**src/rtl/key_sched_ctrl_pkg.sv**
```systemverilog
// Shared DES key-schedule definitions: widths, permutation tables,
// shift schedule, controller states and small bit-manipulation helpers.
package key_sched_ctrl_pkg;

  localparam int KEY_W    = 64;
  localparam int HALF_W   = 28;
  localparam int CD_W     = 56;
  localparam int SUBKEY_W = 48;
  localparam int ROUNDS   = 16;

  typedef enum logic [1:0] {
    ST_IDLE = 2'd0,
    ST_RUN  = 2'd1,
    ST_FIN  = 2'd2
  } state_e;

  // Entry j is the DES key bit number feeding PC1 output bit j+1.
  localparam int PC1_TAB [CD_W] = '{
    57, 49, 41, 33, 25, 17,  9,  1, 58, 50, 42, 34, 26, 18,
    10,  2, 59, 51, 43, 35, 27, 19, 11,  3, 60, 52, 44, 36,
    63, 55, 47, 39, 31, 23, 15,  7, 62, 54, 46, 38, 30, 22,
    14,  6, 61, 53, 45, 37, 29, 21, 13,  5, 28, 20, 12,  4
  };

  // Entry j is the C||D bit number feeding subkey bit j+1.
  localparam int PC2_TAB [SUBKEY_W] = '{
    14, 17, 11, 24,  1,  5,  3, 28, 15,  6, 21, 10,
    23, 19, 12,  4, 26,  8, 16,  7, 27, 20, 13,  2,
    41, 52, 31, 37, 47, 55, 30, 40, 51, 45, 33, 48,
    44, 49, 39, 56, 34, 53, 46, 42, 50, 36, 29, 32
  };

  // Entry i-1 holds s[i], the left-rotation applied before round i.
  localparam int SHIFT_TAB [ROUNDS] = '{
    1, 1, 2, 2, 2, 2, 2, 2, 1, 2, 2, 2, 2, 2, 2, 1
  };

  // DES bit n lives at vector index (width - n): bit 1 is the MSB.
  function automatic logic [CD_W-1:0] pc1_f(input logic [KEY_W-1:0] key);
    logic [CD_W-1:0] r;
    r = '0;
    for (int j = 0; j < CD_W; j++) begin
      r[6'(CD_W-1-j)] = key[6'(KEY_W-PC1_TAB[j])];
    end
    return r;
  endfunction

  function automatic logic [1:0] shift_f(input logic [3:0] idx);
    return 2'(SHIFT_TAB[idx]);
  endfunction

  function automatic logic [HALF_W-1:0] rotl28_f(input logic [HALF_W-1:0] h, input logic [1:0] n);
    return (n == 2'd1) ? {h[HALF_W-2:0], h[HALF_W-1]} : {h[HALF_W-3:0], h[HALF_W-1:HALF_W-2]};
  endfunction

  function automatic logic [HALF_W-1:0] rotr28_f(input logic [HALF_W-1:0] h, input logic [1:0] n);
    return (n == 2'd1) ? {h[0], h[HALF_W-1:1]} : {h[1:0], h[HALF_W-1:2]};
  endfunction

  // C and D rotate independently.
  function automatic logic [CD_W-1:0] rotl_cd_f(input logic [CD_W-1:0] cd, input logic [1:0] n);
    return {rotl28_f(cd[CD_W-1:HALF_W], n), rotl28_f(cd[HALF_W-1:0], n)};
  endfunction

  function automatic logic [CD_W-1:0] rotr_cd_f(input logic [CD_W-1:0] cd, input logic [1:0] n);
    return {rotr28_f(cd[CD_W-1:HALF_W], n), rotr28_f(cd[HALF_W-1:0], n)};
  endfunction

endpackage

```
**src/rtl/key_sched_ctrl_pc2_perm.sv**
```systemverilog
// PC2 compression permutation: 56-bit C||D to 48-bit round subkey.
module pc2_perm
  import key_sched_ctrl_pkg::*;
(
  input  logic [CD_W-1:0]     cd_i,
  output logic [SUBKEY_W-1:0] subkey_o
);

  // Pure bit selection, no logic.
  always_comb begin
    subkey_o = '0;
    for (int j = 0; j < SUBKEY_W; j++) begin
      subkey_o[6'(SUBKEY_W-1-j)] = cd_i[6'(CD_W-PC2_TAB[j])];
    end
  end

endmodule

```
**src/rtl/key_sched_ctrl.sv**
```systemverilog
// DES / 3DES-EDE round-subkey sequencer with a valid/ready output stream.
// C,D are kept already positioned for the presented subkey so SUBKEY is a
// pure permutation of registers and holds naturally during stalls.
module key_sched_ctrl
  import key_sched_ctrl_pkg::*;
#(
  parameter int TRIPLE = 1
) (
  input  logic                clk_i,
  input  logic                rst_i,
  input  logic                start_i,
  input  logic                abort_i,
  input  logic                decrypt_i,
  input  logic [KEY_W-1:0]    key_a_i,
  input  logic [KEY_W-1:0]    key_b_i,
  input  logic [KEY_W-1:0]    key_c_i,
  output logic [SUBKEY_W-1:0] subkey_o,
  output logic                subkey_valid_o,
  input  logic                subkey_ready_i,
  output logic [3:0]          round_o,
  output logic [1:0]          pass_o,
  output logic                last_o,
  output logic                busy_o,
  output logic                done_o
);

  localparam logic [1:0] LAST_PASS = (TRIPLE != 0) ? 2'd2 : 2'd0;

  state_e            state_q, state_d;
  logic [CD_W-1:0]   cd_q, cd_d;
  logic [3:0]        round_q, round_d;
  logic [1:0]        pass_q, pass_d;
  logic              dec_q, dec_d;
  logic [KEY_W-1:0]  ka_q, ka_d, kb_q, kb_d, kc_q, kc_d;

  logic              run, xfer, cur_dir, end_of_pass, last;
  logic              nxt_dir;

  // EDE: the middle pass runs opposite to the requested direction.
  function automatic logic dir_f(input logic dec, input logic [1:0] p);
    return dec ^ ((TRIPLE != 0) && (p == 2'd1));
  endfunction

  // Decryption walks the key bundle backwards (C, B, A).
  function automatic logic [KEY_W-1:0] key_f(input logic dec, input logic [1:0] p,
                                             input logic [KEY_W-1:0] a,
                                             input logic [KEY_W-1:0] b,
                                             input logic [KEY_W-1:0] c);
    if (TRIPLE == 0) return a;
    case (p)
      2'd0:    return dec ? c : a;
      2'd1:    return b;
      default: return dec ? a : c;
    endcase
  endfunction

  // Encrypt starts at C1,D1 (K1); decrypt at C16,D16 which equals PC1 (K16).
  function automatic logic [CD_W-1:0] load_f(input logic [KEY_W-1:0] key, input logic dir);
    return dir ? pc1_f(key) : rotl_cd_f(pc1_f(key), 2'd1);
  endfunction

  assign run         = (state_q == ST_RUN);
  assign xfer        = run & subkey_ready_i;
  assign cur_dir     = dir_f(dec_q, pass_q);
  assign end_of_pass = cur_dir ? (round_q == 4'd0) : (round_q == 4'd15);
  assign last        = run & end_of_pass & (pass_q == LAST_PASS);
  assign nxt_dir     = dir_f(dec_q, 2'(pass_q + 2'd1));

  // Next-state: FSM, pass/round counters and C,D stepping.
  always_comb begin
    state_d = state_q;
    cd_d    = cd_q;
    round_d = round_q;
    pass_d  = pass_q;
    dec_d   = dec_q;
    ka_d    = ka_q;
    kb_d    = kb_q;
    kc_d    = kc_q;
    case (state_q)
      ST_IDLE: begin
        if (start_i && !abort_i) begin
          state_d = ST_RUN;
          dec_d   = decrypt_i;
          ka_d    = key_a_i;
          kb_d    = key_b_i;
          kc_d    = key_c_i;
          pass_d  = 2'd0;
          cd_d    = load_f(key_f(decrypt_i, 2'd0, key_a_i, key_b_i, key_c_i),
                           dir_f(decrypt_i, 2'd0));
          round_d = dir_f(decrypt_i, 2'd0) ? 4'd15 : 4'd0;
        end
      end
      ST_RUN: begin
        if (abort_i) begin
          state_d = ST_IDLE;
        end else if (xfer) begin
          if (last) begin
            state_d = ST_FIN;
          end else if (end_of_pass) begin
            pass_d  = 2'(pass_q + 2'd1);
            cd_d    = load_f(key_f(dec_q, 2'(pass_q + 2'd1), ka_q, kb_q, kc_q), nxt_dir);
            round_d = nxt_dir ? 4'd15 : 4'd0;
          end else if (cur_dir) begin
            cd_d    = rotr_cd_f(cd_q, shift_f(round_q));
            round_d = round_q - 4'd1;
          end else begin
            cd_d    = rotl_cd_f(cd_q, shift_f(round_q + 4'd1));
            round_d = round_q + 4'd1;
          end
        end
      end
      ST_FIN:  state_d = ST_IDLE;
      default: state_d = ST_IDLE;
    endcase
  end

  // State and datapath registers; reset clears everything including keys.
  always_ff @(posedge clk_i or posedge rst_i) begin
    if (rst_i) begin
      state_q <= ST_IDLE;
      cd_q    <= '0;
      round_q <= '0;
      pass_q  <= '0;
      dec_q   <= 1'b0;
      ka_q    <= '0;
      kb_q    <= '0;
      kc_q    <= '0;
    end else begin
      state_q <= state_d;
      cd_q    <= cd_d;
      round_q <= round_d;
      pass_q  <= pass_d;
      dec_q   <= dec_d;
      ka_q    <= ka_d;
      kb_q    <= kb_d;
      kc_q    <= kc_d;
    end
  end

  pc2_perm u_pc2 (
    .cd_i     (cd_q),
    .subkey_o (subkey_o)
  );

  assign subkey_valid_o = run;
  assign round_o        = round_q;
  assign pass_o         = pass_q;
  assign last_o         = last;
  assign busy_o         = (state_q != ST_IDLE);
  assign done_o         = (state_q == ST_FIN);

endmodule

```
**config.mk**
```make
export PLATFORM = sky130hd
export DESIGN_NAME = key_sched_ctrl
export DESIGN_NICKNAME = d
export VERILOG_FILES = /design/src/rtl/key_sched_ctrl_pkg.sv /design/src/rtl/key_sched_ctrl_pc2_perm.sv /design/src/rtl/key_sched_ctrl.sv
export SDC_FILE = /design/constraint.sdc
export NUM_CORES = 1
export LEC_CHECK = 0
export CORE_MARGIN = 5
export CORE_UTILIZATION = 47
export CTS_CLUSTER_SIZE = 28
export DETAILED_ROUTE_END_ITERATION = 7
export PLACE_DENSITY_LB_ADDON = 0.3
export SLEW_MARGIN = 15
export SYNTH_ARGS = -nofsm -noshare
export SYNTH_HDL_FRONTEND = slang
export SYNTH_SLANG_ARGS = --single-unit
```
**constraint.sdc**
```tcl
create_clock -name clk_i -period 5.6 [get_ports clk_i]
set_clock_uncertainty 0.2 [all_clocks]
set_input_delay 1.12 -clock clk_i [delete_from_list [all_inputs] [get_ports clk_i]]
set_output_delay 1.12 -clock clk_i [all_outputs]
set_load 0.01 [all_outputs]
```
==> flow_metrics.tcl, run 1 <==
set metrics [dict create \
    final_common_cell "dfrtp_1" \
    ff_latch_area_um2 2830 \
    synth_top_family_by_area "compound AO/OA/AOI/OAI gates" \
    relSlewSlack_pct 35.4 \
    final_nets 1058 \
    dp_cells 1047 \
    crit_type "reg2out" \
    p_per_area_nw_per_um2 441 \
    drtPass1Iterations 5 \
    drive_gt1_share_pct 13.5 \
    fill_cells 1431 \
    arrival_ns 2.84 \
    synthSimpleGateAreaFrac_pct 19.6 \
    coreArea_um2 15900 \
    synth.avg_cell_area_um2 9.20 \
    required_ns 4.28 \
    gp_congestion 0.857 \
    cts_resized 0 \
    clock-sinks 113 \
    ios 256 \
    tns_ns 0 \
    fin_util_pct 56.3 \
    hold_viol 0 \
    fmax_ghz 0.240 \
    ys_seq_elements 113 \
    finalCritPeriodShare_pct 74.3 \
    multi_input_area_um2 4170 \
    drtIter0Drc 911 \
    fin_crit_ns 4.16 \
    holdWs_ns 0.300 \
    die_y_um 137 \
    synth_compound_area_share_pct 19.7 \
    avgRoutedWirePerCell_um 19.9 \
    antenna_found_initial 0 \
    grtUsageMet2_pct 32.9 \
    ant_nets 0 \
    htreeDepth 4 \
    die_area_um2 18900 \
    critPathMaxFanout 31 \
    pwr-share-comb_pct 35.3 \
    rows 46 \
    yosys_warnings 0 \
    areaGrowthSynthToFinish_pct 17.5 \
    switching_share_pct 38.5 \
    synthArstFlopShare_pct 100 \
    final_cell_mix "dfrtp_1, clkdlybuf4s50_1, nor2_1, mux2_2, nor3_1" \
    overflow 0 \
    pre_cts_ws_ns 1.74 \
    p_int_mw 2.43 \
    power.switching_mw 1.52 \
    io_buffers 89 \
    tightest_slew_ns 0.969 \
    layout_setup_ws_ns 1.44 \
    post_cts_buffers 0 \
    setup_viol 0 \
    busiest_layer "met1" \
    ir_drop_mv 0.245 \
    route.vias.total 6723 \
    synth_area_um2 7640 \
    grt_usage_pct 23.0 \
    hpwl_um 13800 \
    globalRouteMet1Util_pct 34.2 \
    p_clk_share_pct 31.6 \
    start_util_pct 47.9 \
    worstSkewPairLatency_ns 0.43 \
    die_x_um 137 \
    viasPerCell 6.24 \
    worstHoldPathType "reg2reg" \
    synth_xor_area_share_pct 0.901 \
    max_cap_violations 0 \
    p_seq_share_pct 33.1 \
    cts_hold_buffers 0 \
    grt_pass1_wl_um 34200 \
    instances_no_fill 1078 \
    p_leak_nw 3.47 \
    worstSetupEndpointType "output pin" \
    cts_made_buffers 17 \
    slew_violations 0 \
    synthFlopType "dfrtp_1" \
    tritoncts "built" \
    status "complete, no violations" \
    yosysSeqAreaShare_pct 37.0 \
    synth_cells 830 \
    grt_pass1_vias 6155 \
    synth_edf_count 0 \
    ys_types 58 \
    grt_max_degree 88 \
    cts_buffer_depth 2 \
    cts.clk_slew.worst_paths_ns 0.05 \
    antennaDiodeCount 0 \
    drcViolationCount 0 \
    grt_setup_unrepaired "no" \
    synth.area.mux_share_pct 11.1 \
    gr-usage-met3_pct 5.70 \
    synthAdderAreaFrac_pct 1.64 \
    cts-root-buf "clkbuf_16" \
    drt-total-wl_um 21400 \
    cp-start-kind "flop" \
]
## sequential cells by signal, summed over array words and instances, names as in the netlist
| name | flops |
|---|---|
| cd_q | 56 |
| dec_q | 1 |
| ka_q | 16 |
| kb_q | 16 |
| kc_q | 16 |
| pass_o | 2 |
| round_o | 4 |
| state_q | 2 |
## per-layer routing
layer	part of all wire (%)	vias to the layer above
li1	-	3126
met1	45	3277
met2	45	286
met3	8.3	34
met4	1.7	0
met5	0	-
## stage by stage
stage / power, mW / area, um2
6_report: 3.96 / 8970
3_3_place_gp: 2.67 / 8300
4_1_cts: 3.96 / 8970
2_1_floorplan: 2.31 / 7720
5_1_grt: 4.17 / 8970
3_5_place_dp: 2.70 / 8300
## power by group through the flow
| stage | clock network, mW | logic, mW | registers (mW) |
|---|---|---|---|
| floorplan | 0 | 1.10 | 1.20 |
| global placement | 0 | 1.36 | 1.31 |
| detailed placement | 0 | 1.38 | 1.32 |
| CTS | 1.26 | 1.39 | 1.30 |
| global route | 1.29 | 1.54 | 1.34 |
| finish | 1.25 | 1.40 | 1.31 |
## worst max-delay path: stages, from the launching register on
cell and delay [ns]:
dfrtp_1 0.44, inv_1 0.18, ha_1 0.19, or3b_1 0.37, mux2_4 0.41, nor2_1 0.21, clkdlybuf4s50_1 0.61
## cells by family (layout without fill, tap and decap cells)
group,after synthesis,count (layout)
compound gates,188,188
flops,113,113
buf+inv,132,143
mux,77,77
xor+xnor,7,7
other cells,1,22
fa+ha+maj,10,10
simple gates,302,302
## final timing paths
check | start | to | slack [ns] | depth (start not counted)
setup / recovery | round_o[0] | last_o | 1.44 | 6
hold / removal | kb_q[2] | kb_q[2] | 0.30 | 1
setup reg to reg | pass_o[0] | cd_q[19] | 2.19 | 8
hold reg to reg | kb_q[2] | kb_q[2] | 0.30 | 1
max in group asynchronous | rst_i | cd_q[35] | 3.26 | 3
min in group asynchronous | rst_i | ka_q[28] | 0.91 | 2
## cells in the mapped netlist (14+ instances only)
cell	n	area [um2]
buf_2	17	85.1
nor3_1	58	290
o311ai_1	22	193
o221ai_1	15	131
o311ai_0	25	219
mux2_2	60	676
buf_4	51	383
mux2i_1	16	160
or3_1	48	300
o21ai_0	17	85.1
o31ai_1	36	270
nor2_1	85	319
clkbuf_1	48	180
a211oi_1	14	105
dfrtp_1	113	2830
nand2_1	56	210
## area by class of cell
type                            instances  share of cell area (%)
Clock buffer                           18                    4.89
Clock inverter                         13                    2.61
Inverter                                8                   0.363
Multi-Input combinational cell        606                    46.4
Sequential cell                       113                    31.5
Tap cell                              216                    3.01
Timing Repair Buffer                  104                    11.2
(Power assumes the default switching activity.)
==> run 2: changes to the inputs <==
- clock period: 5.6 -> 4.24 ns (I/O delays scaled with it)
==> flow_metrics.tcl, run 2 (synthesis gave the netlist of run 1 again) <==
set metrics [dict create \
    status "complete, no violations" \
    die_area_um2 18900 \
    regMostFlops "cd_q" \
    grt_usage_pct 23.4 \
    setup_viol 0 \
    worstSkewPairLatency_ns 0.43 \
    drt-total-wl_um 21500 \
    hpwl_um 14100 \
    max_cap_violations 0 \
    antenna_found_initial 0 \
    clock-sinks 113 \
    final_cell_mix "dfrtp_1, clkdlybuf4s50_1, nor2_1, mux2_2, nor3_1" \
    rr_worst_depth 8 \
    coreArea_um2 15900 \
    drtPass1Iterations 5 \
    globalRouteMet1Util_pct 34.7 \
    drive_gt1_share_pct 13.9 \
    final_common_cell "dfrtp_1" \
    crit_type "reg2out" \
    hold_viol 0 \
    cts_resized 0 \
    worstSetupEndpointType "output pin" \
    tritoncts "built" \
    grt_pass1_wl_um 34900 \
    cts-root-buf "clkbuf_16" \
    antennaDiodeCount 0 \
    required_ns 3.19 \
    grt_max_degree 105 \
    cts_buffer_depth 2 \
    cts_hold_buffers 0 \
    power_mw 5.07 \
    grt_setup_unrepaired "no" \
    die_x_um 137 \
    drtIter0Drc 592 \
    gr-usage-met3_pct 5.37 \
    cts.clk_slew.worst_paths_ns 0.06 \
    worstHoldPathType "reg2reg" \
    critPathMaxFanout 31 \
    rr_endpoint "cd_q[11]" \
    tns_ns 0 \
    cp-start-kind "flop" \
    largest_register_ffs 56 \
    start_util_pct 47.9 \
    arrival_ns 2.88 \
    final_nets 1063 \
    tightest_slew_ns 0.975 \
    viasPerCell 6.24 \
    worstReg2RegStart "pass_o[1]" \
    relSlewSlack_pct 35.0 \
    finalCritPeriodShare_pct 92.6 \
    drcViolationCount 0 \
    gp_congestion 0.920 \
    post_cts_buffers 0 \
    reg2reg_slack_ns 0.86 \
    fin_crit_ns 3.92 \
    p_leak_nw 3.47 \
    overflow 0 \
    crit_path_start "round_o[0]" \
    p_per_area_nw_per_um2 566 \
    grtUsageMet2_pct 33.9 \
    ios 256 \
    route.vias.total 6754 \
    ir_drop_mv 0.305 \
    crit_path_end "last_o" \
    htreeDepth 4 \
    cts_made_buffers 17 \
    grt_pass1_vias 6319 \
    ant_nets 0 \
    slew_violations 0 \
    areaGrowthSynthToFinish_pct 17.2 \
    busiest_layer "met1" \
    rows 46 \
    avgRoutedWirePerCell_um 19.9 \
    fill_cells 1399 \
    die_y_um 137 \
    io_buffers 89 \
    fmax_ghz 0.255 \
]
==> run 2: area by class of cell <==
| cell class | count | area [um2] | area share (%) |
|---|---|---|---|
| clock buffer | 20 | 467 | 5.21 |
| inverter | 8 | 32.5 | 0.363 |
| timing repair buffer | 109 | 1050 | 11.8 |
| multi-input combinational | 606 | 4170 | 46.5 |
| tap | 216 | 270 | 3.02 |
| sequential | 113 | 2830 | 31.6 |
| clock inverter | 10 | 135 | 1.51 |
==> run 2: layer usage <==
layer,vias to the layer above,wire [um]
met5,-,0
met4,0,329
met3,23,1830
met2,279,9400
met1,3314,9950
li1,3138,-
==> run 2: metrics by stage <==
stage	utilization, %	cells	cell area, um2	setup WS (ns)	hold WS (ns)
floorplan	-	851	7720	0.205	0.272
global placement	52.4	1052	8350	0.815	0.284
detailed placement	52.4	1052	8350	0.789	0.291
CTS	56.2	1082	8950	0.311	0.306
global route	56.2	1082	8950	0.172	0.316
finish	56.2	1082	8950	0.316	0.304
==> run 2: report_power, final <==
part | leakage (nW) | total, mW | switching, mW | internal (mW)
clock network | 0.286 | 1.47 | 0.513 | 0.958
registers | 1.40 | 1.72 | 0.369 | 1.35
logic | 1.79 | 1.87 | 1.11 | 0.764
==> run 2: worst min-delay path by stage <==
stage	slack (ns)	to	startpoint	cells after the start
floorplan	0.27	kb_q[12]	kb_q[12]	1
global placement	0.28	kb_q[2]	kb_q[2]	1
detailed placement	0.29	kc_q[1]	kc_q[1]	1
CTS	0.31	ka_q[18]	ka_q[18]	1
global route	0.32	ka_q[25]	ka_q[25]	1
finish	0.30	ka_q[18]	ka_q[18]	1
==> run 2: critical path, stage by stage, from the launching register on <==
cell             delay [ns]
dfrtp_1                0.45
inv_1                  0.18
ha_1                   0.19
or3b_1                 0.37
mux2_4                 0.42
nor2_1                 0.23
clkdlybuf4s50_1        0.61
